`src/rtl/number_classifier.sv`:
```
// Operand classifier: iterative Fibonacci search plus palindrome, odd and
// power-of-two flags, all latched together and qualified by a done pulse.
module number_classifier #(
  parameter int unsigned WIDTH = 32,
  parameter int unsigned IDX_W = 8
) (
  input  logic             clock,
  input  logic             reset,
  input  logic             start,
  input  logic [WIDTH-1:0] A,
  output logic             busy,
  output logic             done,
  output logic             o_fibo,
  output logic [IDX_W-1:0] fibo_index,
  output logic             o_pal,
  output logic             o_odd,
  output logic             o_pow2
);

  localparam int unsigned FW = WIDTH + 1;

  typedef enum logic [1:0] {
    S_IDLE,
    S_SCAN,
    S_DONE
  } state_t;

  state_t           state_q;
  logic [WIDTH-1:0] a_q;
  logic [FW-1:0]    f_prev_q;
  logic [FW-1:0]    f_cur_q;
  logic [IDX_W-1:0] k_q;

  logic [FW-1:0]    f_sum_d;
  logic [WIDTH-1:0] a_rev_c;
  logic             zero_c;
  logic             hit_c;
  logic             over_c;
  logic             pal_c;
  logic             pow2_c;

  // Per-cycle comparison and operand flags derived from the captured operand.
  always_comb begin
    a_rev_c = '0;
    for (int i = 0; i < WIDTH; i++) begin
      a_rev_c[i] = a_q[WIDTH-1-i];
    end
    f_sum_d = f_prev_q + f_cur_q;
    zero_c  = (a_q == '0);
    hit_c   = (f_cur_q == {1'b0, a_q});
    over_c  = (f_cur_q > {1'b0, a_q});
    pal_c   = (a_q == a_rev_c);
    pow2_c  = !zero_c && ((a_q & (a_q - WIDTH'(1))) == '0);
  end

  always_ff @(posedge clock) begin
    if (reset) begin
      state_q    <= S_IDLE;
      a_q        <= '0;
      f_prev_q   <= '0;
      f_cur_q    <= '0;
      k_q        <= '0;
      busy       <= 1'b0;
      done       <= 1'b0;
      o_fibo     <= 1'b0;
      fibo_index <= '0;
      o_pal      <= 1'b0;
      o_odd      <= 1'b0;
      o_pow2     <= 1'b0;
    end else begin
      done <= 1'b0;
      unique case (state_q)
        S_IDLE: begin
          if (start) begin
            a_q      <= A;
            f_prev_q <= '0;
            f_cur_q  <= FW'(1);
            k_q      <= IDX_W'(1);
            busy     <= 1'b1;
            state_q  <= S_SCAN;
          end
        end
        S_SCAN: begin
          // Zero has priority, then exact hit, then overshoot; else step the sequence.
          if (zero_c || hit_c || over_c) begin
            o_fibo     <= zero_c || hit_c;
            fibo_index <= (!zero_c && hit_c) ? k_q : '0;
            o_pal      <= pal_c;
            o_odd      <= a_q[0];
            o_pow2     <= pow2_c;
            state_q    <= S_DONE;
          end else begin
            f_prev_q <= f_cur_q;
            f_cur_q  <= f_sum_d;
            k_q      <= k_q + IDX_W'(1);
          end
        end
        S_DONE: begin
          done    <= 1'b1;
          busy    <= 1'b0;
          state_q <= S_IDLE;
        end
        default: state_q <= S_IDLE;
      endcase
    end
  end

endmodule

```
`config.mk`:
```
export PLATFORM = sky130hd
export DESIGN_NAME = number_classifier
export DESIGN_NICKNAME = d
export VERILOG_FILES = /design/src/rtl/number_classifier.sv
export SDC_FILE = /design/constraint.sdc
export NUM_CORES = 1
export LEC_CHECK = 0
export CAP_MARGIN = 30
export CORE_MARGIN = 5
export CORE_UTILIZATION = 28
export CTS_BUF_LIST = sky130_fd_sc_hd__clkbuf_8
export DETAILED_ROUTE_END_ITERATION = 10
export GPL_TIMING_DRIVEN = 0
export MAX_ROUTING_LAYER = met4
export REMOVE_ABC_BUFFERS = 1
export SYNTH_ARGS = -nofsm -noshare
export SYNTH_HDL_FRONTEND = slang
export SYNTH_SLANG_ARGS = --single-unit
```
`constraint.sdc`:
```
create_clock -name clock -period 6.3 [get_ports clock]
set_input_delay 1.26 -clock clock [delete_from_list [all_inputs] [get_ports clock]]
set_output_delay 1.26 -clock clock [all_outputs]
set_load 0.02 [all_outputs]
```
-- Word level (Yosys, flattened, before mapping)
Cells that the tools add are included.
- register bits after elaboration: 122
- output and inout bits: 14
- add/subtract/negate cells: 3
- $lt $le $gt $ge: 1
- equal/unequal tests: 7
- muxes and demuxes: 16
- bitwise gates (word level): 1
- reduce and logical (&&, ||, !) cells: 15
- operators by type and width (operator ; count):
    $mux 33 ; 4
    $pmux 33 s2 ; 2
    $logic_not 32->1 ; 2
    $add 33x33->33 ; 1
    $eq 33x32->1 ; 1
    $gt 33x32->1 ; 1
    $and 32x32->32 ; 1
    $eq 32x32->1 ; 1
    $sub 32x1->32 const B ; 1
    $mux 8 ; 3
    $pmux 8 s2 ; 1
    $add 8x1->8 const B ; 1
    $reduce_and 2->1 ; 4
    $ne 2x2->1 const B ; 3
    $mux 2 ; 2
    $pmux 2 s2 ; 1
    $reduce_bool 2->1 ; 2
    $reduce_and 3->1 ; 1
    $eq 2x1->1 const B ; 1
    $eq 2x2->1 const B ; 1
    $logic_and 1x1->1 ; 2
    $logic_not 2->1 ; 1
    $logic_or 1x1->1 ; 2
    $mux 1 ; 2
    other kinds (2) ; 2

-- Depth between registers and ports, before layout
- word-level depth: 5
- mapped depth: 13
- gate-level depth less buffers: 12

-- Worst setup path before layout
No wires, ideal clock.
- kind: register to register
- start: reg a_q[3]
- end: reg f_prev_q[12]
- arrival time: 2.965 ns
- required time: 6.230 ns
- path slack: 3.264 ns
- stages on the path, launching flop included: 13
- path buffers: 2
- path through: dfxtp_1 inv_1 ha_1 a21o_1 a221oi_1 nor2_1 a2111oi_0 o2bb2ai_1 nor4_2 clkbuf_1 buf_1 nand2_1 a21oi_1
- word-level cells in the longest chain between the ends: 5
- RTL lines (element ; RTL line ; source):
    from (decl) ; 29 ; logic [WIDTH-1:0] a_q;
    from (signal assigned) ; 59 ; a_q <= '0;
    from (signal assigned) ; 75 ; a_q <= A;
    branches (longest 2 deep; another with $gt 33x32->1) ; -- ;
    $logic_or 1x1->1 * ; 85 ; if (zero_c || hit_c || over_c) begin
    $ne 2x2->1 (no source line) * ; -- ;
    $reduce_and 3->1 (no source line) * ; -- ;
    to (signal assigned) ; 93 ; f_prev_q <= f_cur_q;
    to (decl) ; 30 ; logic [FW-1:0] f_prev_q;
Every way passes the cells marked *.
A chain may end at the register's enable or synchronous reset.

-- Final worst setup path
- start: reg a_q[30]
- end: reg f_prev_q[18]
Same word-level chain as after synthesis.

==> out/metrics.yaml <==
status: "finished, final reports clean"
setup_tns_ns: 0
slew_headroom_pct: 33.8
fill_cells: 2747
cts_buffer_depth: 2
layout-drive-gt1-share_pct: 6.97
viasPerCell: 5.18
drcViolationCount: 0
ys.warnings.count: 0
finalCoreUtilization_pct: 33.3
antenna_found_initial: 0
dp_hpwl_mm: 15.1
gp_congestion: 0.894
synth_area_per_cell_um2: 8.09
layout.nets: 1051
seq_area_frac_synth_pct: 32.9
post-route-min-period_ns: 4.44
routedWlPerCell_um: 15.5
initial_core_util_pct: 28.5
port_buffers: 48
grt_util_all_layers_pct: 13.6
final_common_cell: "nand2_1"
multi_input_area_um2: 4630
post_dp_cell_area_um2: 8270
synthCells: 918
ctsResizeCount: 0
yosysUniqueCellTypes: 72
dieArea_um2: 29900
cts-htree-levels: 4
crit_fanout: 43
cts_tree: "built"
finalHoldViolations: 0
start_kind: "flop"
dieHeight_um: 173
crit_slowest_cell: "nand2_2"
ir_drop_v: 0.000118
hold_path_class: "reg -> reg"
crit_path_end_kind: "flop"
drv_slew: 0
synthArstFlopShare_pct: 0
antenna-diode-count: 0
design.core.area_um2: 26100
p_per_area_nw_per_um2: 210
first_iter_violations: 513
path_cells: "inv_1, ha_1, nand3_1, or3_1, nor4_1, nand2_1, o2bb2ai_1, nor2_1, nand2_2, nor2_2, buf_6, a22o_1"
routed_wl_mm: 20.1
worstPathArrival_ns: 4.80
area_growth_pct: 17.0
worstMarginPinSlew_ns: 0.990
synth-seq-cells: 122
syn-cell-area_um2: 7420
clock.fmax_ghz: 0.225
p_total_mw: 1.82
final_antenna_net_count: 0
fin_area_um2: 8680
regArea_um2: 2440
clock_tree.root_cell: "clkbuf_8"
numCtsBuffers: 17
clk_latency_ns: 0.46
cts_sinks: 122
die_w_um: 173
cp_num_buf_inv: 2
skew_ns: 0.0161
path_class: "reg -> reg"
min_period_over_period_pct: 70.5
via_count: 6707
rows: 59
path_clk_slew_ns: 0.08
cts_setup_buffers: 0
critPathRequiredTime_ns: 6.66
grt_pass1_vias: 6395
ys.flop_type: "dfxtp_1"
postCtsHoldBufs: 0
rsz0062_at_grt: "no"
drv_cap: 0
grt_pass1_wl_mm: 32.9
synth_edf_count: 0
firstDrtPassIters: 5
path_delay_family: "simple AND/OR/NAND/NOR gates"
ios: 49
critPathMaxStageDelay_ns: 0.74
leakage_nw: 3.58
overflow: 0
mostFrequentLayoutCells: "nand2_1 (135), dfxtp_1 (122), a21oi_1 (116)"
grt_start_max_net_pins: 83
setup_viol: 0
==> synth_stat cells (3+ instances only) <==
master       n  share of area [%]
nor3_1       9               0.61
o31ai_1      4               0.40
xor2_1      23                2.7
xnor2_1     26                3.1
or4_1        3               0.30
or3_1        6               0.51
o21a_1       5               0.51
a211oi_1     7               0.71
or2_2        5               0.42
and2_1       4               0.34
o21ai_0     27                1.8
a2111oi_0    4               0.47
dfxtp_1    122                 33
nand4_1     20                1.7
clkbuf_2     3               0.20
nand2b_1     6               0.51
a22o_1      35                4.1
nor2_1      43                2.2
o22ai_1      3               0.25
a21boi_0     3               0.30
nor2b_1      5               0.42
o21bai_1     6               0.61
inv_1       44                2.2
nand2_1    135                6.8
nor3_4       3               0.66
nand3_1     44                3.0
a21o_1      28                2.8
a31oi_1      4               0.34
ha_1        66                 11
nor4_1       7               0.59
nand3b_1     4               0.40
buf_2        7               0.47
clkbuf_1    32                1.6
and3_1      13                1.1
a21oi_1    116                7.8
==> path summary, 6_finish.rpt <==
check | startpoint | to | slack (ns) | depth (start not counted)
worst min register to register | f_prev_q[7] | f_prev_q[7] | 0.47 | 2
worst max register to register | a_q[30] | f_prev_q[18] | 1.86 | 12
worst min-delay path | f_prev_q[7] | f_prev_q[7] | 0.47 | 2
worst max-delay path | a_q[30] | f_prev_q[18] | 1.86 | 12
==> sequential cells by signal, summed over array words and instances (netlist names) <==
name and count:
a_q 32, fibo_index 8, f_cur_q 33, f_prev_q 33
o_pal 1, k_q 8, state_q 2, o_fibo 1
o_pow2 1, o_odd 1, done 1, busy 1
==> worst register-to-register path, stage by stage (launching register included) <==
cell and delay, ns:
dfxtp_1 0.43, inv_1 0.12, ha_1 0.31, nand3_1 0.10, or3_1 0.42, nor4_1 0.63, nand2_1 0.11, o2bb2ai_1 0.50
nor2_1 0.10, nand2_2 0.74, nor2_2 0.38, buf_6 0.27, a22o_1 0.23
==> stage by stage <==
| stage | instances | hold WS (ns) | setup slack [ns] |
|---|---|---|---|
| final | 1296 | 0.472 | 1.86 |
| after detailed placement | 1265 | 0.466 | 1.84 |
| after global placement | 1255 | 0.458 | -2.03 |
| after floorplan | 872 | 0.440 | 1.33 |
| after global routing | 1296 | 0.491 | 1.55 |
| after CTS | 1296 | 0.477 | 1.83 |
==> layer usage <==
layer / GRT usage (%) / wire length, µm / vias to the layer above
li1: - / - / 3353
met1: 18.0 / 9880 / 3177
met2: 21.3 / 9060 / 147
met3: 2.73 / 807 / 30
met4: 3.90 / 388 / 0
met5: - / 0 / -
==> cell type report <==
class,count,share of cell area [%]
clock inverter,12,1.71
sequential,122,28.1
inverter,44,1.90
multi-input combinational,706,53.3
timing repair buffer,58,7.12
clock buffer,19,3.01
tap,335,4.83
==> power breakdown <==
group          switching [mW]  internal, mW
Combinational           0.150         0.103
Clock                   0.337         0.408
Sequential             0.0337         0.789
Total                   0.521          1.30
==> kinds of logic (layout without fill, tap and decap cells) <==
family          Yosys count  count (layout)  share of synthesized area, %
flops                   122             122                          32.9
simple gates            323             323                          21.5
fa+ha+maj                68              68                          11.5
mux                       2               2                         0.270
compound gates          264             264                          23.0
xor+xnor                 49              49                          5.78
buf+inv                  90             133                          5.01
No activity file was read; power rests on OpenSTA's default activity.
==> variant 1 (config.mk and constraints unchanged) <==
`IDX_W`: 8 -> 7.
--- a/src/rtl/number_classifier.sv
+++ b/src/rtl/number_classifier.sv
@@ -4,3 +4,3 @@
   parameter int unsigned WIDTH = 32,
-  parameter int unsigned IDX_W = 8
+  parameter int unsigned IDX_W = 7
 ) (
Ports: changed (resized fibo_index); port bits go from 49 to 48. The function was not compared with the original's and may differ.
==> variant 1 against the original RTL <==
Hold slack got worse by 0.021 ns. Area after synthesis barely moved. Via count increased by 2.8%. Sequential cell count decreased by 2. Maximum frequency grew 5.9%. Total power shrank 1.2%. Core utilization decreased by 0.082 points. Wire length down 2.6%. Critical path depth shrank 2. Setup slack improved by 0.25 ns. Global-route usage down 0.13 points. Sequential share of layout area fell by 0.39 points. Design area shrank 0.24%. Critical path type unchanged. Highest routed layer unchanged.
==> variant 1: results (changes against the original RTL) <==
- Run status: finished clean
- Endpoint, Worst Hold: busy
- GR Layer Usage met2: 0.208 (-0.00487)
- Pin count of the biggest net entering global routing: 89 (+7.2%)
- Finished Core Util: 0.332 (-0.000816)
- Clk_buf instances: 18 (-1)
- GRT met3 Usage: 0.0356 (+0.00830)
- Layout cell share with drive strength beyond 1: 0.0592 (-0.0105)
- Hold Crit Depth: 1 (-1)
- Via count: 6,894 (+2.8%)
- Logic inverters: 46 (+4.5%)
- Netlist cell types: 66 (-8.3%)
- Total power: 1.80 mW (-1.2%)
- First-pass GRT wire length: 32,900 um (+0.10%)
- Leak: 3.35 nW (-6.3%)
- Final hold slack: 0.451 ns (-0.0210 ns)
- DP HPWL: 14,500 um (-4.1%)
- Die X: 173 um (about the same)
- DR vias/cell: 5.18 (about the same)
- Max VDD drop: 0.123 mV (+4.0%)
- Critical-path top delay cell: or4_2
- Fraction of area in registers: 0.277 (-0.00393)
- I/O Buffers: 47 (-2.1%)
- Buffers excl. clock: 55 (-5.2%)
- Nets: 1,085 (+3.2%)
- Worst Tran Pin Value: 0.894 ns (-0.0959 ns)
- Wire length on met3: 1080 um (+34%)
- Flops & latches, synth: 120 (-1.6%)
- Multi-input combinational area share: 0.536 (+0.00348)
- Number of global-route vias before repair: 6,485 (+1.4%)
- #MultiIn Comb: 743 (+5.2%)
- Starting DRC count in detailed routing: 554 (+8.0%)
- R2R cell count: 10 (-2)
- Seq/Total Area, Yosys: 0.324 (-0.00550)
- GP Congestion: 0.904 (+1.2%)
- Placed Cells: 1,299 (+2.7%)
- GRT met1 Usage: 0.178 (-0.00279)
- Top post-synthesis cells by count: nand2_1, a21oi_1, dfxtp_1
- Reg2reg end: f_cur_q[18]
- Reg-to-reg startpoint: a_q[28]
- Seq pwr share: 0.451 (about the same)
- Clk tree area frac: 0.0468 (-0.000462)
- Filler Cell Count: 2,773 (+0.95%)
- WP data arrival: 4.58 ns (-0.22 ns)
- Skew final: 0.00927 ns (-0.00682 ns)
- Routed len/inst: 14.7 um (-5.2%)
- Regs by FF count: f_cur_q: 33 flops, f_prev_q: 33 flops, a_q: 32 flops
- Non-clock buffers, area share: 0.0711 (-0.000114)
- CP Max Fanout: 47 (+9.3%)
==> variant 1: worst max path at each step <==
stage,startpoint,end,slack [ns],cells past startpoint
5_1_grt,a_q[28],f_cur_q[26],1.80,10
2_1_floorplan,a_q[28],f_cur_q[17],1.32,9
4_1_cts,a_q[28],f_cur_q[18],2.17,10
3_5_place_dp,a_q[28],f_cur_q[17],2.20,10
3_3_place_gp,a_q[28],f_cur_q[26],-1.82,9
6_report,a_q[28],f_cur_q[18],2.10,10
==> variant 1: logic make-up (layout without fill, tap and decap cells) <==
logic type / count (synthesis) / count (layout) / share of synthesized area
buffers and inverters: 98 / 133 / 0.0548
AOI/OAI and AO/OA: 264 / 264 / 0.216
muxes: 1 / 1 / 0.00135
xor gates and xnor gates: 46 / 46 / 0.0543
adders and majority gates: 68 / 68 / 0.115
DFF: 120 / 120 / 0.324
and+or+nand+nor: 364 / 364 / 0.235
==> variant 2 (config.mk and constraints unchanged) <==
Made on the original files. Register the output `fibo_index` once more; this adds one clock of latency there. The other outputs are not delayed to match.
--- a/src/rtl/number_classifier.sv
+++ b/src/rtl/number_classifier.sv
@@ -26,2 +26,4 @@
   } state_t;
+
+  logic [IDX_W-1:0] fibo_index_s0;
 
@@ -65,3 +67,3 @@
       o_fibo     <= 1'b0;
-      fibo_index <= '0;
+      fibo_index_s0 <= '0;
       o_pal      <= 1'b0;
@@ -86,3 +88,3 @@
             o_fibo     <= zero_c || hit_c;
-            fibo_index <= (!zero_c && hit_c) ? k_q : '0;
+            fibo_index_s0 <= (!zero_c && hit_c) ? k_q : '0;
             o_pal      <= pal_c;
@@ -107,2 +109,6 @@
 
+  always_ff @(posedge clock) begin
+    fibo_index <= fibo_index_s0;
+  end
+
 endmodule
Check against the original RTL: not equivalent (a bounded check fails within 4 cycles, from zero or initial values and one cycle with reset high).
==> variant 2 against the original RTL <==
Sequential cell count increased by 8. Sequential share of layout area increased by 1.6 points. Area after synthesis increased by 0.34%. Critical path depth decreased by 2. Wire length decreased by 2.2%. Design area increased by 0.76%. Maximum frequency increased by 12%. Clock power decreased by 3.6%. Setup slack improved by 0.47 ns. Total power increased by 1.9%. Core utilization increased by 0.16 points.
==> variant 2: results (changes against the original RTL) <==
- Run status: finished clean
- Placed Area: 8360 um^2 (+1.0%)
- Layout cell share with drive strength beyond 1: 0.0595 (-0.0102)
- Post-CTS Repair Setup Buffers: 0 (unchanged)
- Logic pwr share: 0.141 (+0.002)
- Pin count of the biggest net entering global routing: 63 (-24%)
- ANT cells: 0 (unchanged)
- WP data arrival: 4.39 ns (-0.41 ns)
- Seq/Total Area, Yosys: 0.349 (+0.0204)
- Post-Layout Cell Count: 1,310 (+1.1%)
- Nets: 1,064 (+1.2%)
- DR vias/cell: 5.16 (-0.36%)
- Switch share: 0.312 (+0.0258)
- Max VDD drop: 0.104 mV (-12%)
- Mapped Avg Cell Area: 8.04 um^2 (-0.53%)
- Starting DRC count in detailed routing: 451 (-12%)
- Top post-synthesis cells by area: dfxtp_1, ha_1, a21oi_1
- Top post-synthesis cells by count: nand2_1, a21oi_1, dfxtp_1
- Psw: 0.579 mW (+11%)
- CP Max Fanout: 62 (+44%)
- Clock buffer depth: 2 (unchanged)
- Placed Cells: 1,278 (+1.0%)
- Number of global-route vias before repair: 6,431 (+0.56%)
- Netlist cell types: 66 (-8.3%)
- Skew final: 0.0153 ns (-0.000775 ns)
- GRT Util Overall: 0.133 (-0.00308)
- GP Congestion: 0.868 (-2.9%)
- DP HPWL: 14,600 um (-3.5%)
- First-pass GRT wire length: 32,400 um (-1.6%)
- Drt pass-1 iters: 6 (+1)
[variant 2: changes by cell type after synthesis, moves of 8 or more]
cell,before,now
a21oi_1,116,130
a21o_1,28,6
a22o_1,35,19
nand3_1,44,65
dfxtp_1,122,130
[variant 2: worst max-delay path, cell delays in order, from the launching register on]
cell       delay, ns
dfxtp_1         0.46
inv_1           0.14
ha_1            0.35
a21oi_1         0.13
o21ai_0         0.15
a2111oi_0       0.60
o2111a_1        0.35
nand3_4         0.63
nor2_1          0.67
buf_4           0.27
a32o_1          0.16
[variant 2: cell type report]
class                           count  area, um^2
Fill cell                        2801       17400
Clock inverter                     14         145
Clock buffer                       18         248
Timing Repair Buffer               60         642
Multi-Input combinational cell    708        4520
Sequential cell                   130        2600
Inverter                           45         169
Tap cell                          335         419
[variant 2: per-layer routing]
layer  global-route usage  up-vias  wire length [um]
met2                0.220      137              9140
met1                0.168     3170              9380
met4               0.0379        0               255
li1                     -     3422                 -
met5                    -        -                 0
met3               0.0247       26               929
[variant 2: path summary, 6_finish.rpt]
check	from	to	slack, ns	depth (start not counted)
setup / recovery	a_q[28]	f_cur_q[25]	2.33	10
hold / removal	fibo_index_s0[3]	fibo_index[3]	0.36	0
setup reg to reg	a_q[28]	f_cur_q[25]	2.33	10
hold reg to reg	fibo_index_s0[3]	fibo_index[3]	0.36	0
[variant 2: kinds of logic after synthesis]
family / Yosys count / synth area share
AOI/OAI and AO/OA: 252 / 0.214
and+or+nand+nor: 341 / 0.221
adders and majority gates: 68 / 0.115
xor gates and xnor gates: 46 / 0.0541
muxes: 1 / 0.00134
buffers and inverters: 88 / 0.0457
DFF: 130 / 0.349
